$ cat src/rtl/rab_range_invalidator.sv
// Range TLB invalidation walker for one RAB port: clears L2 tag entries
// whose VPN lies in an inclusive VA range and broadcasts the range to L1.
//
// Ports:
//   Clk_CI/Rst_RI            clock, async active-high reset
//   InvValid_SI/InvReady_SO  request handshake
//   InvAddrStart_DI/End_DI   inclusive VA range
//   Stall_SI                 freezes the walk (tag RAM in use elsewhere)
//   Busy_SO/Done_SO          walk status, 1-cycle completion pulse
//   InvCnt_DO                entries cleared by last request (saturating)
//   L1Inv*                   1-cycle L1 range-invalidate broadcast
//   Tag*                     L2 tag RAM port (1-cycle read latency)
module rab_range_invalidator #(
  parameter int AW            = 32,
  parameter int PAGE_BITS     = 12,
  parameter int N_SETS        = 32,
  parameter int N_SET_ENTRIES = 32,
  parameter int CNT_W         = 16,
  localparam int VW = AW - PAGE_BITS,
  localparam int TW = VW + 4,
  localparam int SB = $clog2(N_SETS),
  localparam int EB = $clog2(N_SET_ENTRIES),
  localparam int AB = SB + EB
) (
  input  logic             Clk_CI,
  input  logic             Rst_RI,
  input  logic             InvValid_SI,
  output logic             InvReady_SO,
  input  logic [AW-1:0]    InvAddrStart_DI,
  input  logic [AW-1:0]    InvAddrEnd_DI,
  input  logic             Stall_SI,
  output logic             Busy_SO,
  output logic             Done_SO,
  output logic [CNT_W-1:0] InvCnt_DO,
  output logic             L1InvValid_SO,
  output logic [AW-1:0]    L1InvStart_DO,
  output logic [AW-1:0]    L1InvEnd_DO,
  output logic [AB-1:0]    TagAddr_DO,
  output logic             TagRdEn_SO,
  input  logic [TW-1:0]    TagRdData_DI,
  output logic             TagWrEn_SO,
  output logic [TW-1:0]    TagWrData_DO
);

  typedef enum logic [2:0] {
    S_IDLE, S_RD, S_CMP, S_WR, S_DONE
  } state_e;

  localparam logic [VW:0] NSETS_SPAN = (VW+1)'(N_SETS);
  localparam logic [SB:0] NSETS_CNT  = (SB+1)'(N_SETS);
  localparam logic [EB-1:0] LAST_ENT = EB'(N_SET_ENTRIES - 1);

  state_e           state_q, state_d;
  logic [AW-1:0]    start_q, start_d;
  logic [AW-1:0]    end_q, end_d;
  logic [VW-1:0]    sv_q, sv_d;
  logic [VW-1:0]    ev_q, ev_d;
  logic [SB:0]      n_sets_q, n_sets_d;
  logic [SB:0]      sets_done_q, sets_done_d;
  logic [SB-1:0]    set_q, set_d;
  logic [EB-1:0]    entry_q, entry_d;
  logic [TW-1:0]    data_q, data_d;
  logic [CNT_W-1:0] cnt_q, cnt_d;
  logic             l1_pend_q, l1_pend_d;

  logic [VW-1:0] sv_in, ev_in, tag_vpn;
  logic [VW:0]   span;
  logic          hit, adv;

  assign sv_in   = InvAddrStart_DI[AW-1:PAGE_BITS];
  assign ev_in   = InvAddrEnd_DI[AW-1:PAGE_BITS];
  // One extra bit so the full address space (2^VW pages) fits.
  assign span    = {1'b0, ev_in} - {1'b0, sv_in} + 1'b1;
  assign tag_vpn = TagRdData_DI[TW-1:4];
  assign hit     = TagRdData_DI[0] &&
                   (tag_vpn >= sv_q) && (tag_vpn <= ev_q);

  always_comb begin
    state_d     = state_q;
    start_d     = start_q;
    end_d       = end_q;
    sv_d        = sv_q;
    ev_d        = ev_q;
    n_sets_d    = n_sets_q;
    sets_done_d = sets_done_q;
    set_d       = set_q;
    entry_d     = entry_q;
    data_d      = data_q;
    cnt_d       = cnt_q;
    l1_pend_d   = l1_pend_q;
    adv         = 1'b0;

    unique case (state_q)
      S_IDLE: begin
        if (InvValid_SI) begin
          start_d = InvAddrStart_DI;
          end_d   = InvAddrEnd_DI;
          sv_d    = sv_in;
          ev_d    = ev_in;
          cnt_d   = '0;
          if (sv_in > ev_in) begin
            state_d = S_DONE;
          end else begin
            n_sets_d    = (span >= NSETS_SPAN) ?
                          NSETS_CNT : span[SB:0];
            set_d       = sv_in[SB-1:0];
            entry_d     = '0;
            sets_done_d = '0;
            l1_pend_d   = 1'b1;
            state_d     = S_RD;
          end
        end
      end
      S_RD: begin
        // Broadcast fires on the first RD cycle even if stalled.
        l1_pend_d = 1'b0;
        if (!Stall_SI) state_d = S_CMP;
      end
      S_CMP: begin
        data_d = TagRdData_DI;
        if (hit) state_d = S_WR;
        else     adv     = 1'b1;
      end
      S_WR: begin
        if (!Stall_SI) begin
          if (cnt_q != '1) cnt_d = cnt_q + 1'b1;
          adv = 1'b1;
        end
      end
      S_DONE: state_d = S_IDLE;
      default: state_d = S_IDLE;
    endcase

    if (adv) begin
      entry_d = entry_q + 1'b1;
      state_d = S_RD;
      if (entry_q == LAST_ENT) begin
        entry_d     = '0;
        set_d       = set_q + 1'b1;
        sets_done_d = sets_done_q + 1'b1;
        if (sets_done_d == n_sets_q) state_d = S_DONE;
      end
    end
  end

  always_ff @(posedge Clk_CI or posedge Rst_RI) begin
    if (Rst_RI) begin
      state_q     <= S_IDLE;
      start_q     <= '0;
      end_q       <= '0;
      sv_q        <= '0;
      ev_q        <= '0;
      n_sets_q    <= '0;
      sets_done_q <= '0;
      set_q       <= '0;
      entry_q     <= '0;
      data_q      <= '0;
      cnt_q       <= '0;
      l1_pend_q   <= 1'b0;
    end else begin
      state_q     <= state_d;
      start_q     <= start_d;
      end_q       <= end_d;
      sv_q        <= sv_d;
      ev_q        <= ev_d;
      n_sets_q    <= n_sets_d;
      sets_done_q <= sets_done_d;
      set_q       <= set_d;
      entry_q     <= entry_d;
      data_q      <= data_d;
      cnt_q       <= cnt_d;
      l1_pend_q   <= l1_pend_d;
    end
  end

  assign InvReady_SO   = (state_q == S_IDLE);
  assign Busy_SO       = (state_q == S_RD) || (state_q == S_CMP) ||
                         (state_q == S_WR);
  assign Done_SO       = (state_q == S_DONE);
  assign InvCnt_DO     = cnt_q;
  assign L1InvValid_SO = (state_q == S_RD) && l1_pend_q;
  assign L1InvStart_DO = L1InvValid_SO ? start_q : '0;
  assign L1InvEnd_DO   = L1InvValid_SO ? end_q : '0;
  assign TagAddr_DO    = {set_q, entry_q};
  assign TagRdEn_SO    = (state_q == S_RD) && !Stall_SI;
  assign TagWrEn_SO    = (state_q == S_WR) && !Stall_SI;
  assign TagWrData_DO  = {data_q[TW-1:1], 1'b0};

endmodule

$ cat config.mk
export PLATFORM = sky130hd
export DESIGN_NAME = rab_range_invalidator
export DESIGN_NICKNAME = d
export VERILOG_FILES = /design/src/rtl/rab_range_invalidator.sv
export SDC_FILE = /design/constraint.sdc
export NUM_CORES = 1
export LEC_CHECK = 0
export ABC_AREA = 0
export ABC_CLOCK_PERIOD_IN_PS = 4600
export CAP_MARGIN = 0
export CORE_MARGIN = 2
export CORE_UTILIZATION = 30
export CTS_BUF_LIST = sky130_fd_sc_hd__clkbuf_16
export CTS_CLUSTER_DIAMETER = 40
export DETAILED_ROUTE_END_ITERATION = 12
export PLACE_DENSITY = 0.56
export SYNTH_ARGS = -nofsm -noshare
export SYNTH_HDL_FRONTEND = slang
export SYNTH_SLANG_ARGS = --single-unit
$ cat constraint.sdc
create_clock -name Clk_CI -period 4.6 [get_ports Clk_CI]
set_input_delay 0.69 -clock Clk_CI [delete_from_list [all_inputs] [get_ports Clk_CI]]
set_output_delay 0.69 -clock Clk_CI [all_outputs]
set_load 0.05 [all_outputs]
### After elaboration in Yosys (flattened, before gate mapping)

Index checks and enable logic that the tools add are counted.

* bitwise logic cells: 1
* $lt $le $gt $ge: 4
* multiplexer cells: 36
* reductions and logical operators: 19
* eq/ne operators: 16
* add/sub/neg operators: 6

Operators with widths (number)
* 2-to-1 mux 32 bit: 2
* 2-to-1 mux 5 bit: 10
* 2-to-1 mux 16 bit: 3
* 2-to-1 mux 6 bit: 6
* one-hot mux 16 bit (2 select lines): 1
* adder 21 x 1 -> 21 bit (second input constant): 1
* greater-or-equal comparator 21 x 6 -> 1 bit (second input constant): 1
* 2-to-1 mux 3 bit: 7
* subtractor 20 x 20 -> 21 bit: 1
* greater-or-equal comparator 20 bit: 1
* greater-than comparator 20 bit: 1
* <= comparator 20 bit: 1
* adder 16 x 1 -> 16 bit (second input constant): 1
* != test 16 bit (second input constant): 1
* != test 2 bit (second input constant): 6
* one-hot mux 3 bit (4 select lines): 1
* adder 5 x 1 -> 5 bit (second input constant): 2
* AND reduction 3 bit: 3
* AND reduction 4 bit: 2
* nonzero test 2 bit: 4
* adder 6 x 1 -> 6 bit (second input constant): 1
* == test 3 x 2 -> 1 bit (second input constant): 2
* == test 6 bit: 1
* != test 3 bit (second input constant): 2
* other kinds (12): 21

* input port bits: 92
* register bits: 170
* word-level logic and storage cells: 94

### Logic depth before layout (Yosys ltp)

* word-level depth: 7
* gate-level depth with buffers: 14

### Worst setup path after synthesis

OpenSTA, ideal clock, no wires.

* path kind: input port to flip-flop
* start: input port InvAddrEnd_DI[13]
* end: register n_sets_q[5]
* buffers on the path: 0
* required time: 4.479 ns
* data arrival time: 3.318 ns
* cell stages on the path: 14
* setup slack: 1.161 ns
* cells stage by stage: inv_1 -> ha_1 -> inv_1 -> ha_1 -> inv_1 -> fa_1 -> nand2b_1 -> a211oi_1 -> o21ai_2 -> a311o_1 -> a222oi_1 -> nor4b_4 -> o31ai_2 -> o22a_1

* cells in the longest elaborated chain, start to end: 4
* elaborated cells on any way between the ends: 7
* classes of those cells: add/sub: 2; order compare: 2; mux: 1; bitwise: 1; reduce/logical: 1

RTL lines
* from (decl): line 30 `input logic [AW-1:0] InvAddrEnd_DI,`
* subtractor 20 x 20 -> 21 bit: line 73 `assign span = {1'b0, ev_in} - {1'b0, sv_in} + 1'b1;`
* adder 21 x 1 -> 21 bit: line 73
* greater-or-equal comparator 21 x 6 -> 1 bit: line 104 `n_sets_d = (span >= NSETS_SPAN) ?`
* 2-to-1 mux 6 bit: line 104
* to (signal assigned): line 166 `n_sets_q <= n_sets_d;`
* to (decl): line 58 `logic [SB:0] n_sets_q, n_sets_d;`

Parallel ways exist; a longest one is shown, timed or not.
A chain may end at the register's enable or synchronous reset.

### Worst setup path in the final report

Same ends and word-level chain as after synthesis.

==> key figures <==
Outcome
  – Run status: complete, no violations

Routing
  – DRC violations left: 0
  – Vias post-DR: 7662
  – Routed vias/inst: 4.81
  – Avg WL per Cell: 16.8 um
  – First-pass detailed-route iteration total: 6
  – Antenna viol nets, final: 0
  – Initial drt markers: 420
  – Routed WL: 26800 um

Die
  – Die height: 174 um
  – Die Wd: 174 um
  – Row cnt: 62
  – Core ar.: 28600 sq um
  – Ports: 212
  – Die area: 30400 sq um
  – Initial Util: 30.4%

Hold path
  – Worst hold path type: reg -> reg

Cells and area
  – Fin util: 41.5%
  – Area Overhead vs Synth: 36.4%
  – Final nets: 1392
  – Layout cells sized above 1: 6.87%
  – # diodes: 0

Setup path
  – WS Path Type: in -> reg
  – Crit-path max FO: 6
  – CP Data Required Time: 4910 ps
  – Critical path arrival: 4270 ps
  – CP endpoint kind: register
  – Startpoint Class: input pin

Logic synthesis
  – Synth async-reset ratio: 100%
  – Mapped Nets: 1188
  – Main synth FF type: dfrtp_1
  – Syn Inst Count: 991
  – Synth top area cells: dfrtp_1, ha_1, nand2_1
  – Yosys top cell by area: dfrtp_1
  – EDFF count, synth: 0
  – Synth Warn #: 0
  – Top-area cell type share of the netlist area: 37.1%
  – Synthesized area per cell: 8.78 sq um
  – Synth Register Bits: 129
  – Yosys cell types: 67
  – Seq/Total Area, Yosys: 37.1%
  – Synthesized area: 8700 sq um

Timing
  – Final worst slack: 640 ps
  – Tcrit/Tclk final: 86.1%
  – Final hold slack: 467 ps
  – Crit path time final: 3960 ps
  – Slew margin rel.: 50.4%
  – Hold Vio Cnt, Final: 0
  – Final setup fails: 0
  – Max-slew violation count: 0
  – Clock skew: 7.90 ps
  – Max Fclk: 253 MHz
  – Unrepaired setup endpoints after global routing: no
  – Measured slew at the worst slew-check pin: 745 ps
  – Final setup TNS: 0 ps

Placement
  – Gp weighted congestion: 0.880
  – Dpl hpwl: 20800 um
  – Pre-CTS WS: 248 ps
  – Buffers added on ports: 210

Power and ir drop
  – Pwr dens: 540 nW/um^2
  – Total power: 0.00640 W
  – Static Leak: 5.42 nW
  – Worst VDD drop: 0.317 mV

GRT
  – First-pass GRT wire length: 43000 um
  – Initial antenna violation count: 1
  – Vias in the first global route: 7744
  – Gr ovfl total: 0
  – GRT Total Usage: 18.1%
  – Pin count of the biggest net entering global routing: 78

Clock tree
  – CTS Root Cell: clkbuf_16
  – Worst skew pair latency: 420 ps
  – TritonCTS Sinks: 129
  – Clock tree buffer depth: 2
  – Worst-path clk slew: 60 ps
  – CTS tree: done
  – Hold_buf cts: 0
  – Htree depth: 4
  – # resized after CTS: 0
  – CTS buffer count: 17
  – Post-CTS Setup Inserts: 0

Flow run
  – Max Cap Violations: 0
[synthesized netlist by cell type, drive strengths merged (3+ instances only)]
master / instances
nor4: 3
nand4: 16
nand2b: 5
a311o: 3
xnor2: 10
and3: 7
inv: 89
clkbuf: 27
buf: 10
nor2b: 10
o221ai: 4
and4: 3
nand2: 172
o21a: 8
a21oi: 45
a32o: 3
o31ai: 4
nand3b: 3
nand3: 29
dfrtp: 129
or2: 3
or3: 4
o21ai: 68
a21o: 12
o211ai: 4
mux2i: 7
xor2: 22
o21bai: 3
a31oi: 3
ha: 103
a211o: 3
nor3: 6
nor2: 44
a211oi: 7
and2: 67
mux2: 24
[layer usage]
metal	vias up	routed length [um]	global-route usage [%]
met5	-	11	0
met4	2	415	4.45
met3	22	1930	5.12
met1	3617	12000	23.8
met2	226	12400	29.4
li1	3795	-	-
[where the power goes]
group / internal [W] / leakage (nW) / total [W] / switching [W]
sequential: 0.00156 / 1.63 / 0.00183 / 0.000262
combinational: 0.00114 / 3.50 / 0.00317 / 0.00203
clock: 0.000817 / 0.288 / 0.00141 / 0.000593
[cell families (layout without fill, tap and decap cells)]
group	after synthesis	count (layout)	share of synthesized area [%]
adder cells (fa/ha/maj)	105	105	15.3
multiplexers	31	31	3.91
AO/OA/AOI/OAI	187	187	13.6
XOR/XNOR	32	32	3.22
buffers and inverters	126	343	5.62
other	1	1	0.0431
flip-flops	129	129	37.1
AND/OR/NAND/NOR	380	380	21.2
[through the flow]
step           instance area (sq um)  instances
4_1_cts                        11900       1592
3_3_place_gp                   11300       1560
5_1_grt                        11900       1592
3_5_place_dp                   11300       1560
6_report                       11900       1592
2_1_floorplan                   8700        991
[path summary, 6_finish.rpt]
kind                                             endpoint  cells after the start               startpoint  slack (ps)
worst max-delay path              n_sets_q[5]$_DFFE_PP0P_                     15        InvAddrEnd_DI[13]         640
worst min register to register    start_q[11]$_DFFE_PP0P_                      2  start_q[11]$_DFFE_PP0P_         470
min in group asynchronous       InvCnt_DO[11]$_DFFE_PP0P_                      2                   Rst_RI         750
worst max register to register     entry_q[3]$_DFFE_PP0P_                      9  start_q[12]$_DFFE_PP0P_        1510
worst min-delay path              start_q[11]$_DFFE_PP0P_                      2  start_q[11]$_DFFE_PP0P_         470
max in group asynchronous           end_q[29]$_DFFE_PP0P_                      3                   Rst_RI        2950
[registers in the layout (all words and copies together) (netlist names)]
name         cells
l1_pend_q        1
n_sets_q         6
start_q         32
InvCnt_DO       16
end_q           32
state_q          3
sets_done_q      6
data_q          23
entry_q          5
set_q            5
[layout make-up]
type	instances	area [sq um]
Sequential cell	129	3230
Tap cell	384	480
Clock buffer	17	425
Timing Repair Buffer	222	2220
Fill cell	2839	16800
Inverter	89	337
Multi-Input combinational cell	736	5010
Clock inverter	15	171
[critical path, stage by stage]
cell,delay (ps)
clkdlybuf4s50_1,510
inv_1,100
ha_1,300
inv_1,60
ha_1,160
inv_1,60
fa_1,370
nand2b_1,190
a211oi_1,390
o21ai_2,180
a311o_1,350
a222oi_1,290
nor4b_4,270
o31ai_2,160
o22a_1,200
[cell usage in the layout (no fill, tap or decap), drive strengths merged, types with 4 or more instances in the layout]
cell,Yosys,layout
buf,10,12
dfrtp,129,129
a21o,12,12
o211ai,4,4
a211oi,7,7
o21ai,68,68
and3,7,7
mux2,24,24
nand2b,5,5
o21a,8,8
and2,67,67
nand3,29,29
xnor2,10,10
inv,89,98
nand4,16,16
xor2,22,22
nand2,172,172
nor2,44,44
or3,4,4
clkdlybuf4s50,0,210
o221ai,4,4
o31ai,4,4
a21oi,45,45
clkbuf,27,17
ha,103,103
nor3,6,6
nor2b,10,10
mux2i,7,7
(Power assumes the default switching activity.)
